--- src/rtl/hazard_ctrl.sv ---
// Pipeline hazard controller: load-use stalls, multi-cycle unit handshake with
// watchdog, and branch flush sequencing for a 5-stage in-order pipeline.
//
// state   | meaning
// --------+-------------------------------------------------------------
// RUN     | normal issue; load-use and mcStart are acted on here
// MC_WAIT | decode held while the multi-cycle unit works; watchdog counts
// FLUSH   | extra flush cycles after a taken branch (FLUSH_CYCLES > 1)
module hazard_ctrl #(
  parameter int unsigned FLUSH_CYCLES = 1,
  parameter int unsigned WD_LIMIT     = 63
) (
  input  logic        clk_i,
  input  logic        rst_ni,
  input  logic        deMemToRead_i,
  input  logic [4:0]  deRtAddr_i,
  input  logic [4:0]  ifRsAddr_i,
  input  logic [4:0]  ifRtAddr_i,
  input  logic        ifUsesRt_i,
  input  logic        branchTaken_i,
  input  logic        mcStart_i,
  input  logic        mcDone_i,
  output logic        pcWrite_o,
  output logic        fdWrite_o,
  output logic        fdFlush_o,
  output logic        deFlush_o,
  output logic        mcGo_o,
  output logic [1:0]  state_o,
  output logic [15:0] stallCnt_o,
  output logic        wdErr_o
);

  typedef enum logic [1:0] {
    ST_RUN     = 2'd0,
    ST_MC_WAIT = 2'd1,
    ST_FLUSH   = 2'd2
  } state_t;

  // The branch cycle itself is the first flush cycle, so FLUSH holds for
  // FLUSH_CYCLES-1 cycles; the down-counter is loaded with one less than that.
  localparam logic [2:0] FL_LOAD = 3'((FLUSH_CYCLES > 1) ? (FLUSH_CYCLES - 2) : 0);
  localparam state_t     BR_NEXT = (FLUSH_CYCLES > 1) ? ST_FLUSH : ST_RUN;
  localparam logic [7:0] WD_TC   = 8'(WD_LIMIT - 1);

  state_t      r_state;
  state_t      w_state_nxt;
  logic [2:0]  r_flush_cnt;
  logic [2:0]  w_flush_cnt_nxt;
  logic [7:0]  r_wd_cnt;
  logic [7:0]  w_wd_cnt_nxt;
  logic [15:0] r_stall_cnt;
  logic        r_wd_err;
  logic        w_wd_err_set;
  logic        w_load_use;
  logic        w_pc_write;
  logic        w_fd_write;
  logic        w_fd_flush;
  logic        w_de_flush;
  logic        w_mc_go;

  assign w_load_use = deMemToRead_i && (deRtAddr_i != 5'd0) &&
                      ((deRtAddr_i == ifRsAddr_i) ||
                       (ifUsesRt_i && (deRtAddr_i == ifRtAddr_i)));

  always_comb begin
    w_pc_write      = 1'b1;
    w_fd_write      = 1'b1;
    w_fd_flush      = 1'b0;
    w_de_flush      = 1'b0;
    w_mc_go         = 1'b0;
    w_state_nxt     = r_state;
    w_flush_cnt_nxt = r_flush_cnt;
    w_wd_cnt_nxt    = r_wd_cnt;
    w_wd_err_set    = 1'b0;

    if (branchTaken_i) begin
      w_fd_flush      = 1'b1;
      w_de_flush      = 1'b1;
      w_state_nxt     = BR_NEXT;
      w_flush_cnt_nxt = FL_LOAD;
      w_wd_cnt_nxt    = 8'd0;
    end else begin
      case (r_state)
        ST_RUN: begin
          if (w_load_use) begin
            w_pc_write = 1'b0;
            w_fd_write = 1'b0;
            w_de_flush = 1'b1;
          end else if (mcStart_i) begin
            w_mc_go      = 1'b1;
            w_pc_write   = 1'b0;
            w_fd_write   = 1'b0;
            w_de_flush   = 1'b1;
            w_state_nxt  = ST_MC_WAIT;
            w_wd_cnt_nxt = 8'd0;
          end
        end
        ST_MC_WAIT: begin
          if (mcDone_i) begin
            w_state_nxt  = ST_RUN;
            w_wd_cnt_nxt = 8'd0;
          end else begin
            w_pc_write = 1'b0;
            w_fd_write = 1'b0;
            w_de_flush = 1'b1;
            if (r_wd_cnt == WD_TC) begin
              w_wd_err_set = 1'b1;
              w_state_nxt  = ST_RUN;
              w_wd_cnt_nxt = 8'd0;
            end else begin
              w_wd_cnt_nxt = r_wd_cnt + 8'd1;
            end
          end
        end
        ST_FLUSH: begin
          w_fd_flush = 1'b1;
          w_de_flush = 1'b1;
          if (r_flush_cnt == 3'd0) begin
            w_state_nxt = ST_RUN;
          end else begin
            w_flush_cnt_nxt = r_flush_cnt - 3'd1;
          end
        end
        default: begin
          w_state_nxt = ST_RUN;
        end
      endcase
    end

    // Reset acts on the outputs immediately, not just on the next edge.
    if (!rst_ni) begin
      w_pc_write = 1'b0;
      w_fd_write = 1'b0;
      w_fd_flush = 1'b1;
      w_de_flush = 1'b1;
      w_mc_go    = 1'b0;
    end
  end

  always_ff @(posedge clk_i or negedge rst_ni) begin
    if (!rst_ni) begin
      r_state     <= ST_RUN;
      r_flush_cnt <= 3'd0;
      r_wd_cnt    <= 8'd0;
      r_stall_cnt <= 16'd0;
      r_wd_err    <= 1'b0;
    end else begin
      r_state     <= w_state_nxt;
      r_flush_cnt <= w_flush_cnt_nxt;
      r_wd_cnt    <= w_wd_cnt_nxt;
      if (!w_pc_write && (r_stall_cnt != 16'hFFFF)) begin
        r_stall_cnt <= r_stall_cnt + 16'd1;
      end
      if (w_wd_err_set) begin
        r_wd_err <= 1'b1;
      end
    end
  end

  assign pcWrite_o  = w_pc_write;
  assign fdWrite_o  = w_fd_write;
  assign fdFlush_o  = w_fd_flush;
  assign deFlush_o  = w_de_flush;
  assign mcGo_o     = w_mc_go;
  assign state_o    = r_state;
  assign stallCnt_o = r_stall_cnt;
  assign wdErr_o    = r_wd_err;

endmodule

--- config.mk ---
export PLATFORM = sky130hd
export DESIGN_NAME = hazard_ctrl
export DESIGN_NICKNAME = d
export VERILOG_FILES = /design/src/rtl/hazard_ctrl.sv
export SDC_FILE = /design/constraint.sdc
export NUM_CORES = 1
export LEC_CHECK = 0
export BUFFER_PORTS_ARGS = -buffer_cell sky130_fd_sc_hd__buf_2
export CAP_MARGIN = 10
export CORE_AREA = 2 2 68 70
export DETAILED_ROUTE_END_ITERATION = 8
export DIE_AREA = 0 0 70 72
export GPL_ROUTABILITY_DRIVEN = 0
export MAX_ROUTING_LAYER = met4
export PLACE_DENSITY_LB_ADDON = 0.15
export SYNTH_ARGS = -nofsm -noshare
export SYNTH_HDL_FRONTEND = slang
export SYNTH_SLANG_ARGS = --single-unit
--- constraint.sdc ---
create_clock -name clk_i -period 3.75 [get_ports clk_i]
set_input_delay 0.5625 -clock clk_i [delete_from_list [all_inputs] [get_ports clk_i]]
set_output_delay 0.5625 -clock clk_i [all_outputs]
set_load 0.02 [all_outputs]
==> impl_metrics.py, run 1 <==
metrics = {
    "global_route": {
        "grt_start_max_net_pins": 28,
        "antenna_found_initial": 0,
        "grt_use_total_pct": 15.1,
        "grt_pass1_vias": 1353,
        "grt_pass1_wl_mm": 6.09,
        "overflow": 0,
    },
    "layout": {
        "layout-drive-gt1-share_pct": 26.3,
        "final_common_cell": "buf_2",
        "layout_common_cells": "buf_2, dfrtp_1, xor2_1, nand2_1, nor3_1",
        "area_growth_pct": 21.4,
        "final_core_util_pct": 42.7,
        "n_antenna_cell": 0,
        "n_fill_cell": 440,
        "nets": 224,
    },
    "clocking": {
        "clk_pin_slew_ns": 0.09,
        "max-clock-path-buffers": 2,
        "cts_resized": 0,
        "cts_buffers": 3,
        "cts_hold_buffers": 0,
        "clk_latency_ns": 0.27,
        "cts.sinks": 26,
        "post-cts-setup-buffer-count": 0,
        "cts_tree": "yes",
        "root_buffer": "clkbuf_8",
        "htree_levels": 1,
    },
    "timing": {
        "fin_ws_ns": 0.854,
        "holdWs_ns": 0.297,
        "hold_viol": 0,
        "rsz0062_at_grt": "no",
        "maxSlewHeadroom_pct": 45.6,
        "min_period_over_period_pct": 77.2,
        "slew_violations": 0,
        "fmax_mhz": 345,
        "fin_skew_ns": 0.00453,
        "post-route-min-period_ns": 2.90,
        "setup_viol": 0,
        "setup_tns_ns": 0,
        "worstMarginPinSlew_ns": 0.809,
    },
    "critical_path": {
        "r2r_start": "stallCnt_o[4]",
        "cp-end-kind": "output port",
        "worst_ep_arrival_time_ns": 2.33,
        "setup.worst_path.start_class": "input port",
        "cp_data_required_time_ns": 3.19,
        "crit_start": "deRtAddr_i[1]",
        "crit_type": "input port to output port",
        "cpPeakStageDelay_ns": 0.60,
        "crit_slowest_cell": "o31a_1",
        "path_cells": "buf_2, or4_1, o21ai_1, o31a_1, buf_2",
        "cp_max_fo": 16,
        "crit_top_cell": "buf_2",
        "rrSetupSlack_ns": 1.65,
    },
    "power_and_ir_drop": {
        "p_int_mw": 0.549,
        "comb_power_share_pct": 33.9,
        "pwr-share-clk_pct": 20.0,
        "pwr-share-seq_pct": 46.1,
        "p_leak_nw": 0.823,
        "peakVddDrop_uv": 288,
        "swShare_pct": 38.7,
        "p_per_area_nw_per_um2": 491,
        "p_sw_mw": 0.347,
    },
    "placed_design": {
        "dp_slack_ns": 0.827,
        "dp_hpwl_mm": 2.65,
        "io_buffers": 44,
    },
    "yosys": {
        "yosysUniqueCellTypes": 40,
        "netlist_area_um2": 1500,
        "synth-edff-count": 0,
        "ys.flop_type": "dfrtp_1",
        "synth_nets": 177,
        "yosys.area_share.simple_pct": 24.7,
        "synth_compound_area_share_pct": 11.3,
        "ys_seq_area_share_pct": 43.4,
        "muxShareOfSynthArea_pct": 0.751,
        "syn_avg_cell_area_um2": 9.87,
        "synth_top_family_by_area": "simple AND/OR/NAND/NOR gates",
        "synth-async-reset-ratio_pct": 100,
        "ys_ff_latch": 26,
        "synth_fa_ha_area_share_pct": 2.50,
        "yosysWarnings": 0,
        "synth_xor_area_share_pct": 15.2,
        "netlist_instances": 152,
    },
    "die": {
        "rows": 24,
        "boundaryPins": 46,
        "die_h_um": 72,
        "die_w_um": 70,
        "core_area_um2": 4260,
        "start_util_pct": 35.2,
        "die_area_um2": 5040,
    },
    "route": {
        "num_vias": 1293,
        "via_per_inst": 5.17,
        "drc": 0,
        "dr.pass1.iters": 4,
        "dr.first_iter.drc_count": 67,
        "drt_wl_total_mm": 3.41,
        "wl_per_cell_um": 13.6,
        "drtAntennaViolNets": 0,
    },
    "min_path": {
        "worstHoldPathType": "input port to asynchronous set/reset pin",
    },
    "job": {
        "maxCapViolCount": 0,
    },
    "outcome": {
        "run_status": "finished, final reports clean",
    },
}
==> cell usage after synthesis, drive strengths merged, types with 2 or more instances <==
cell type / instances / area [µm²]
nor2: 10 / 37.5
a31oi: 2 / 12.5
nand4: 3 / 18.8
nor3: 11 / 55.1
nand2: 12 / 45.0
nor3b: 2 / 15.0
nor4: 4 / 40.0
o21a: 2 / 15.0
a22o: 2 / 17.5
a21o: 2 / 15.0
o31ai: 2 / 15.0
ha: 3 / 37.5
dfrtp: 26 / 651
xnor2: 5 / 43.8
xor2: 21 / 184
o21ai: 6 / 30.0
nand2b: 4 / 25.0
a21oi: 4 / 20.0
nand3: 8 / 40.0
buf: 3 / 26.3
and3: 3 / 18.8
nor4b: 3 / 32.5
==> power by group through the flow <==
stage / clock (mW) / combinational (mW) / sequential (mW)
2_1_floorplan: 0 / 0.131 / 0.475
3_3_place_gp: 0 / 0.299 / 0.414
3_5_place_dp: 0 / 0.308 / 0.418
4_1_cts: 0.190 / 0.309 / 0.413
5_1_grt: 0.201 / 0.333 / 0.428
6_report: 0.179 / 0.303 / 0.413
==> kinds of logic after synthesis <==
kind of cell / Yosys count
buf+inv: 4
simple gates: 66
fa+ha+maj: 3
flops: 26
compound gates: 25
xor+xnor: 26
mux: 1
other cells: 1
==> stage by stage <==
step	std cells	power [mW]	cell area (µm²)
floorplan	152	0.606	1500
global placement	246	0.714	1770
detailed placement	246	0.726	1770
CTS	250	0.912	1820
global route	250	0.962	1820
finish	250	0.895	1820
==> registers in the layout, summed over array words and instances (netlist names) <==
register / count
stallCnt_o: 16
r_wd_cnt: 8
state_o: 1
wdErr_o: 1
==> area by class of cell <==
class / count / area [µm²] / share of cell area [%]
clock buffers: 4 / 55.1 / 3.02
repair buffers: 45 / 228 / 12.5
inverters: 1 / 3.75 / 0.206
well taps: 52 / 65.1 / 3.57
multi-input cells: 122 / 820 / 45.0
flip-flops and latches: 26 / 651 / 35.7
==> per-layer routing <==
metal  routed length, µm  GRT usage [%]  vias to the layer above
li1                    -              -                      640
met1                1490           17.2                      638
met2                1830           27.9                       13
met3                  76           3.47                        2
met4                  12           1.92                        0
met5                   0              -                        -
==> worst max-delay path: cells and delay by family <==
kind	cells	cell delay, ns
and+or+nand+nor	1	0.52
buffers and inverters	2	0.40
AOI/OAI and AO/OA	2	0.84
==> final timing paths <==
path / endpoint / depth (start not counted)
setup / recovery: fdWrite_o / 5
hold / removal: wdErr_o / 2
setup reg to reg: stallCnt_o[14] / 4
hold reg to reg: wdErr_o / 1
max in group asynchronous: stallCnt_o[12] / 2
min in group clk_i: wdErr_o / 1
Power figures use the tool's default switching activity.
==> inputs of run 2 (changes only) <==
Clock period 3.75 ns to 2.95 ns, I/O delays scaled along.
==> run 2 against run 1 <==
Sequential power up 26%. Critical path depth is the same. Register-to-register slack lost 0.82 ns. Critical path type unchanged. Critical endpoint unchanged. Largest cell class unchanged.
==> impl_metrics.py, run 2 (synthesis gave the netlist of run 1 again) <==
metrics = {
    "layout": {
        "area_growth_pct": 21.0,
        "final_common_cell": "buf_2",
        "layout_common_cells": "buf_2, dfrtp_1, xor2_1, nand2_1, nor3_1",
        "largest_reg_flops": 16,
        "layout-drive-gt1-share_pct": 26.3,
        "n_antenna_cell": 0,
        "nets": 225,
    },
    "die": {
        "die_area_um2": 5040,
        "core_area_um2": 4260,
        "boundaryPins": 46,
        "die_h_um": 72,
        "rows": 24,
        "die_w_um": 70,
        "start_util_pct": 35.2,
    },
    "timing": {
        "setup_viol": 0,
        "setup_tns_ns": 0,
        "rsz0062_at_grt": "no",
        "hold_viol": 0,
        "worstMarginPinSlew_ns": 0.811,
        "slew_violations": 0,
        "fin_ws_ns": 0.559,
        "min_period_over_period_pct": 81.0,
        "post-route-min-period_ns": 2.39,
        "fin_skew_ns": 0.00159,
        "fmax_mhz": 418,
        "maxSlewHeadroom_pct": 45.4,
    },
    "power_and_ir_drop": {
        "peakVddDrop_uv": 376,
        "p_leak_nw": 0.821,
        "p_per_area_nw_per_um2": 608,
    },
    "clocking": {
        "cts_tree": "yes",
        "clk_pin_slew_ns": 0.09,
        "root_buffer": "clkbuf_8",
        "cts_buffers": 3,
        "htree_levels": 1,
        "cts_resized": 0,
        "cts_hold_buffers": 0,
        "clk_latency_ns": 0.27,
        "cts.sinks": 26,
        "post-cts-setup-buffer-count": 0,
        "max-clock-path-buffers": 2,
    },
    "route": {
        "drtAntennaViolNets": 0,
        "dr.first_iter.drc_count": 51,
        "route.met2.wl_mm": 1.73,
        "drc": 0,
        "dr.max_layer_used": "met4",
        "num_vias": 1262,
        "drt_wl_total_mm": 3.38,
        "via_per_inst": 5.05,
        "m1WireLength_mm": 1.52,
        "wl_per_cell_um": 13.5,
        "dr.pass1.iters": 4,
        "wl_met3_um": 93,
    },
    "global_route": {
        "antenna_found_initial": 0,
        "grt_use_total_pct": 14.8,
        "grt_start_max_net_pins": 28,
        "grt_pass1_wl_mm": 5.90,
        "overflow": 0,
        "grt_pass1_vias": 1291,
    },
    "critical_path": {
        "crit_top_cell": "buf_2",
        "cp_data_required_time_ns": 2.51,
        "cp-end-kind": "output port",
        "crit_slowest_cell": "or4_1",
        "setup.worst_path.start_class": "input port",
        "cpPeakStageDelay_ns": 0.53,
        "worst_ep_arrival_time_ns": 1.95,
        "critPathTopFamily": "compound AO/OA/AOI/OAI gates",
        "path_cells": "buf_2, or4_1, o21ai_1, o31a_1, buf_2",
        "path_buf_inv": 2,
        "crit_type": "input port to output port",
        "cp_max_fo": 9,
    },
    "job": {
        "maxCapViolCount": 0,
    },
    "placed_design": {
        "dp_hpwl_mm": 2.63,
        "dp_slack_ns": 0.372,
        "io_buffers": 44,
    },
    "min_path": {
        "worstHoldPathType": "input port to asynchronous set/reset pin",
    },
    "outcome": {
        "run_status": "finished, final reports clean",
    },
}
==> run 2: cell types whose count changed in the layout (fill, tap and decap cells not counted) <==
cell      before  now
buf_4          1    2
clkbuf_8       4    3
==> run 2: path summary, 6_finish.rpt <==
check / slack (ns) / endpoint / cells past startpoint / from
max: 0.56 / fdWrite_o / 5 / deRtAddr_i[1]
min: 0.20 / wdErr_o / 2 / rst_ni
max reg2reg: 0.83 / stallCnt_o[14] / 4 / stallCnt_o[4]
min reg2reg: 0.46 / wdErr_o / 1 / wdErr_o
max in group asynchronous: 2.49 / stallCnt_o[6] / 2 / rst_ni
min in group clk_i: 0.41 / state_o[0] / 2 / branchTaken_i
==> run 2: where the power goes <==
part / switching [mW] / internal [mW] / total [mW]
Sequential: 0.0910 / 0.430 / 0.521
Combinational: 0.233 / 0.149 / 0.383
Clock: 0.110 / 0.0915 / 0.201
==> run 2: per-layer routing <==
metal,vias to the layer above,track usage (%)
met2,17,26.7
met3,4,3.61
met4,0,2.99
met1,597,16.8
li1,644,-
met5,-,-
==> run 2: cell type report <==
type | count | area [µm²]
Clock buffer | 3 | 41.3
Fill cell | 421 | 2450
Inverter | 1 | 3.75
Multi-Input combinational cell | 122 | 820
Sequential cell | 26 | 651
Tap cell | 52 | 65.1
Timing Repair Buffer | 46 | 235
==> run 2: through the flow <==
step                      area [µm²]  hold slack (ns)  cells  power [mW]  utilization, %
final                           1820            0.196    250        1.10            42.6
after global placement          1770            0.435    247       0.910            41.6
after detailed placement        1770            0.444    247       0.918            41.6
after floorplan                 1500            0.147    152       0.770               -
after CTS                       1820            0.203    250        1.13            42.6
after global routing            1820            0.213    250        1.18            42.6
==> inputs of run 3 (changes only) <==
Clock period 2.95 ns to 2 ns, I/O delays scaled along.
==> run 3 against run 2 <==
Setup slack worse by 0.49 ns. Non-clock buffer count up 16. Utilization up 4.5 points. Sequential share of layout area down 3.4 points. Critical path depth up 3. Design area up 11%. Largest cell class unchanged. Via count up 8.0%. Register-to-register slack worse by 0.67 ns. Die area unchanged.
==> impl_metrics.py, run 3 (synthesis gave the netlist of run 1 again) <==
metrics = {
    "timing": {
        "fmax_mhz": 517,
        "hold_viol": 0,
        "worstMarginPinSlew_ns": 0.507,
        "post-route-min-period_ns": 1.93,
        "holdWs_ns": 0.0408,
        "fin_skew_ns": 0.00331,
        "min_period_over_period_pct": 96.7,
        "maxSlewHeadroom_pct": 66.1,
        "rsz0062_at_grt": "no",
        "setup_tns_ns": 0,
        "setup_viol": 0,
        "slew_violations": 0,
    },
    "layout": {
        "nets": 241,
        "layout-drive-gt1-share_pct": 35.8,
        "final_common_cell": "buf_2",
        "layout_common_cells": "buf_2, dfrtp_1, xor2_1, buf_4, nand2_1",
        "n_antenna_cell": 0,
        "largest_reg_flops": 16,
        "area_growth_pct": 33.9,
    },
    "die": {
        "die_w_um": 70,
        "die_area_um2": 5040,
        "boundaryPins": 46,
        "die_h_um": 72,
        "rows": 24,
        "core_area_um2": 4260,
        "start_util_pct": 35.2,
    },
    "route": {
        "drc": 0,
        "drt_wl_total_mm": 3.71,
        "via_per_inst": 5.10,
        "num_vias": 1363,
        "dr.first_iter.drc_count": 35,
        "dr.pass1.iters": 4,
        "wl_per_cell_um": 13.9,
        "drtAntennaViolNets": 0,
    },
    "power_and_ir_drop": {
        "p_per_area_nw_per_um2": 929,
        "fin_total_pwr_mw": 1.86,
        "peakVddDrop_uv": 478,
        "p_leak_nw": 0.917,
    },
    "clocking": {
        "htree_levels": 1,
        "clk_pin_slew_ns": 0.10,
        "cts_buffers": 3,
        "max-clock-path-buffers": 2,
        "root_buffer": "clkbuf_8",
        "cts_tree": "yes",
        "clk_latency_ns": 0.27,
        "cts.sinks": 26,
    },
    "min_path": {
        "worstHoldPathType": "input port to asynchronous set/reset pin",
    },
    "critical_path": {
        "worst_ep_arrival_time_ns": 1.63,
        "crit_type": "input port to output port",
        "cp_data_required_time_ns": 1.70,
        "setup.worst_path.start_class": "input port",
        "cp-end-kind": "output port",
        "cp_max_fo": 3,
    },
    "global_route": {
        "grt_pass1_wl_mm": 6.31,
        "overflow": 0,
        "grt_start_max_net_pins": 28,
        "antenna_found_initial": 0,
        "grt_use_total_pct": 15.6,
        "grt_pass1_vias": 1414,
    },
    "job": {
        "maxCapViolCount": 0,
    },
    "placed_design": {
        "dp_hpwl_mm": 2.87,
        "io_buffers": 44,
    },
    "outcome": {
        "run_status": "finished, final reports clean",
    },
}
run 3: report_power, final:
part           switching (mW)  internal [mW]  leakage (nW)
sequential              0.121          0.634         0.323
clock                   0.176          0.268        0.0357
combinational           0.382          0.284         0.558
total                   0.679           1.19         0.917
run 3: path summary, 6_finish.rpt:
check                      slack, ns           from       endpoint  cells past startpoint
hold / removal                  0.04         rst_ni        wdErr_o                      2
hold reg to reg                 0.46        wdErr_o        wdErr_o                      1
max in group asynchronous       1.69         rst_ni     state_o[0]                      2
setup / recovery                0.07  deRtAddr_i[1]      deFlush_o                      8
min in group clk_i              0.24  branchTaken_i     state_o[0]                      2
setup reg to reg                0.16  stallCnt_o[1]  stallCnt_o[1]                      6
run 3: timing repair:
action,4_1_cts,5_1_grt
setup buffers,2,0
endpoints found under the hold margin,0,0
pin swaps,5,2
endpoints found under the setup margin,4,11
hold buffers,0,0
resized for setup,5,5
run 3: area by class of cell:
class | instances | area [µm²]
fill | 412 | 2260
multi-input combinational | 122 | 855
tap | 52 | 65.1
sequential | 26 | 652
clock inverter | 1 | 30.0
timing repair buffer | 62 | 362
clock buffer | 3 | 41.3
inverter | 1 | 3.75
run 3: metrics by stage:
step | cell area (µm²) | setup slack, ns | std cells | util, %
after detailed placement | 1890 | -0.243 | 263 | 44.4
after global routing | 2010 | 0.000867 | 267 | 47.1
after CTS | 1980 | 0.0170 | 267 | 46.5
final | 2010 | 0.0656 | 267 | 47.1
after global placement | 1890 | -0.191 | 263 | 44.4
after floorplan | 1500 | 0.0201 | 152 | -
run 3: routing by layer:
| metal | routed length, µm | global-route usage (%) |
|---|---|---|
| met2 | 1910 | 27.7 |
| met4 | 48 | 4.91 |
| met5 | 0 | - |
| met3 | 109 | 2.64 |
| met1 | 1630 | 18.2 |
run 3: worst max-delay path, cell delays in order:
cell	delay (ns)
buf_2	0.11
buf_4	0.13
or4_4	0.41
o21ai_2	0.18
buf_4	0.14
o21ai_0	0.07
a21o_1	0.17
buf_6	0.13
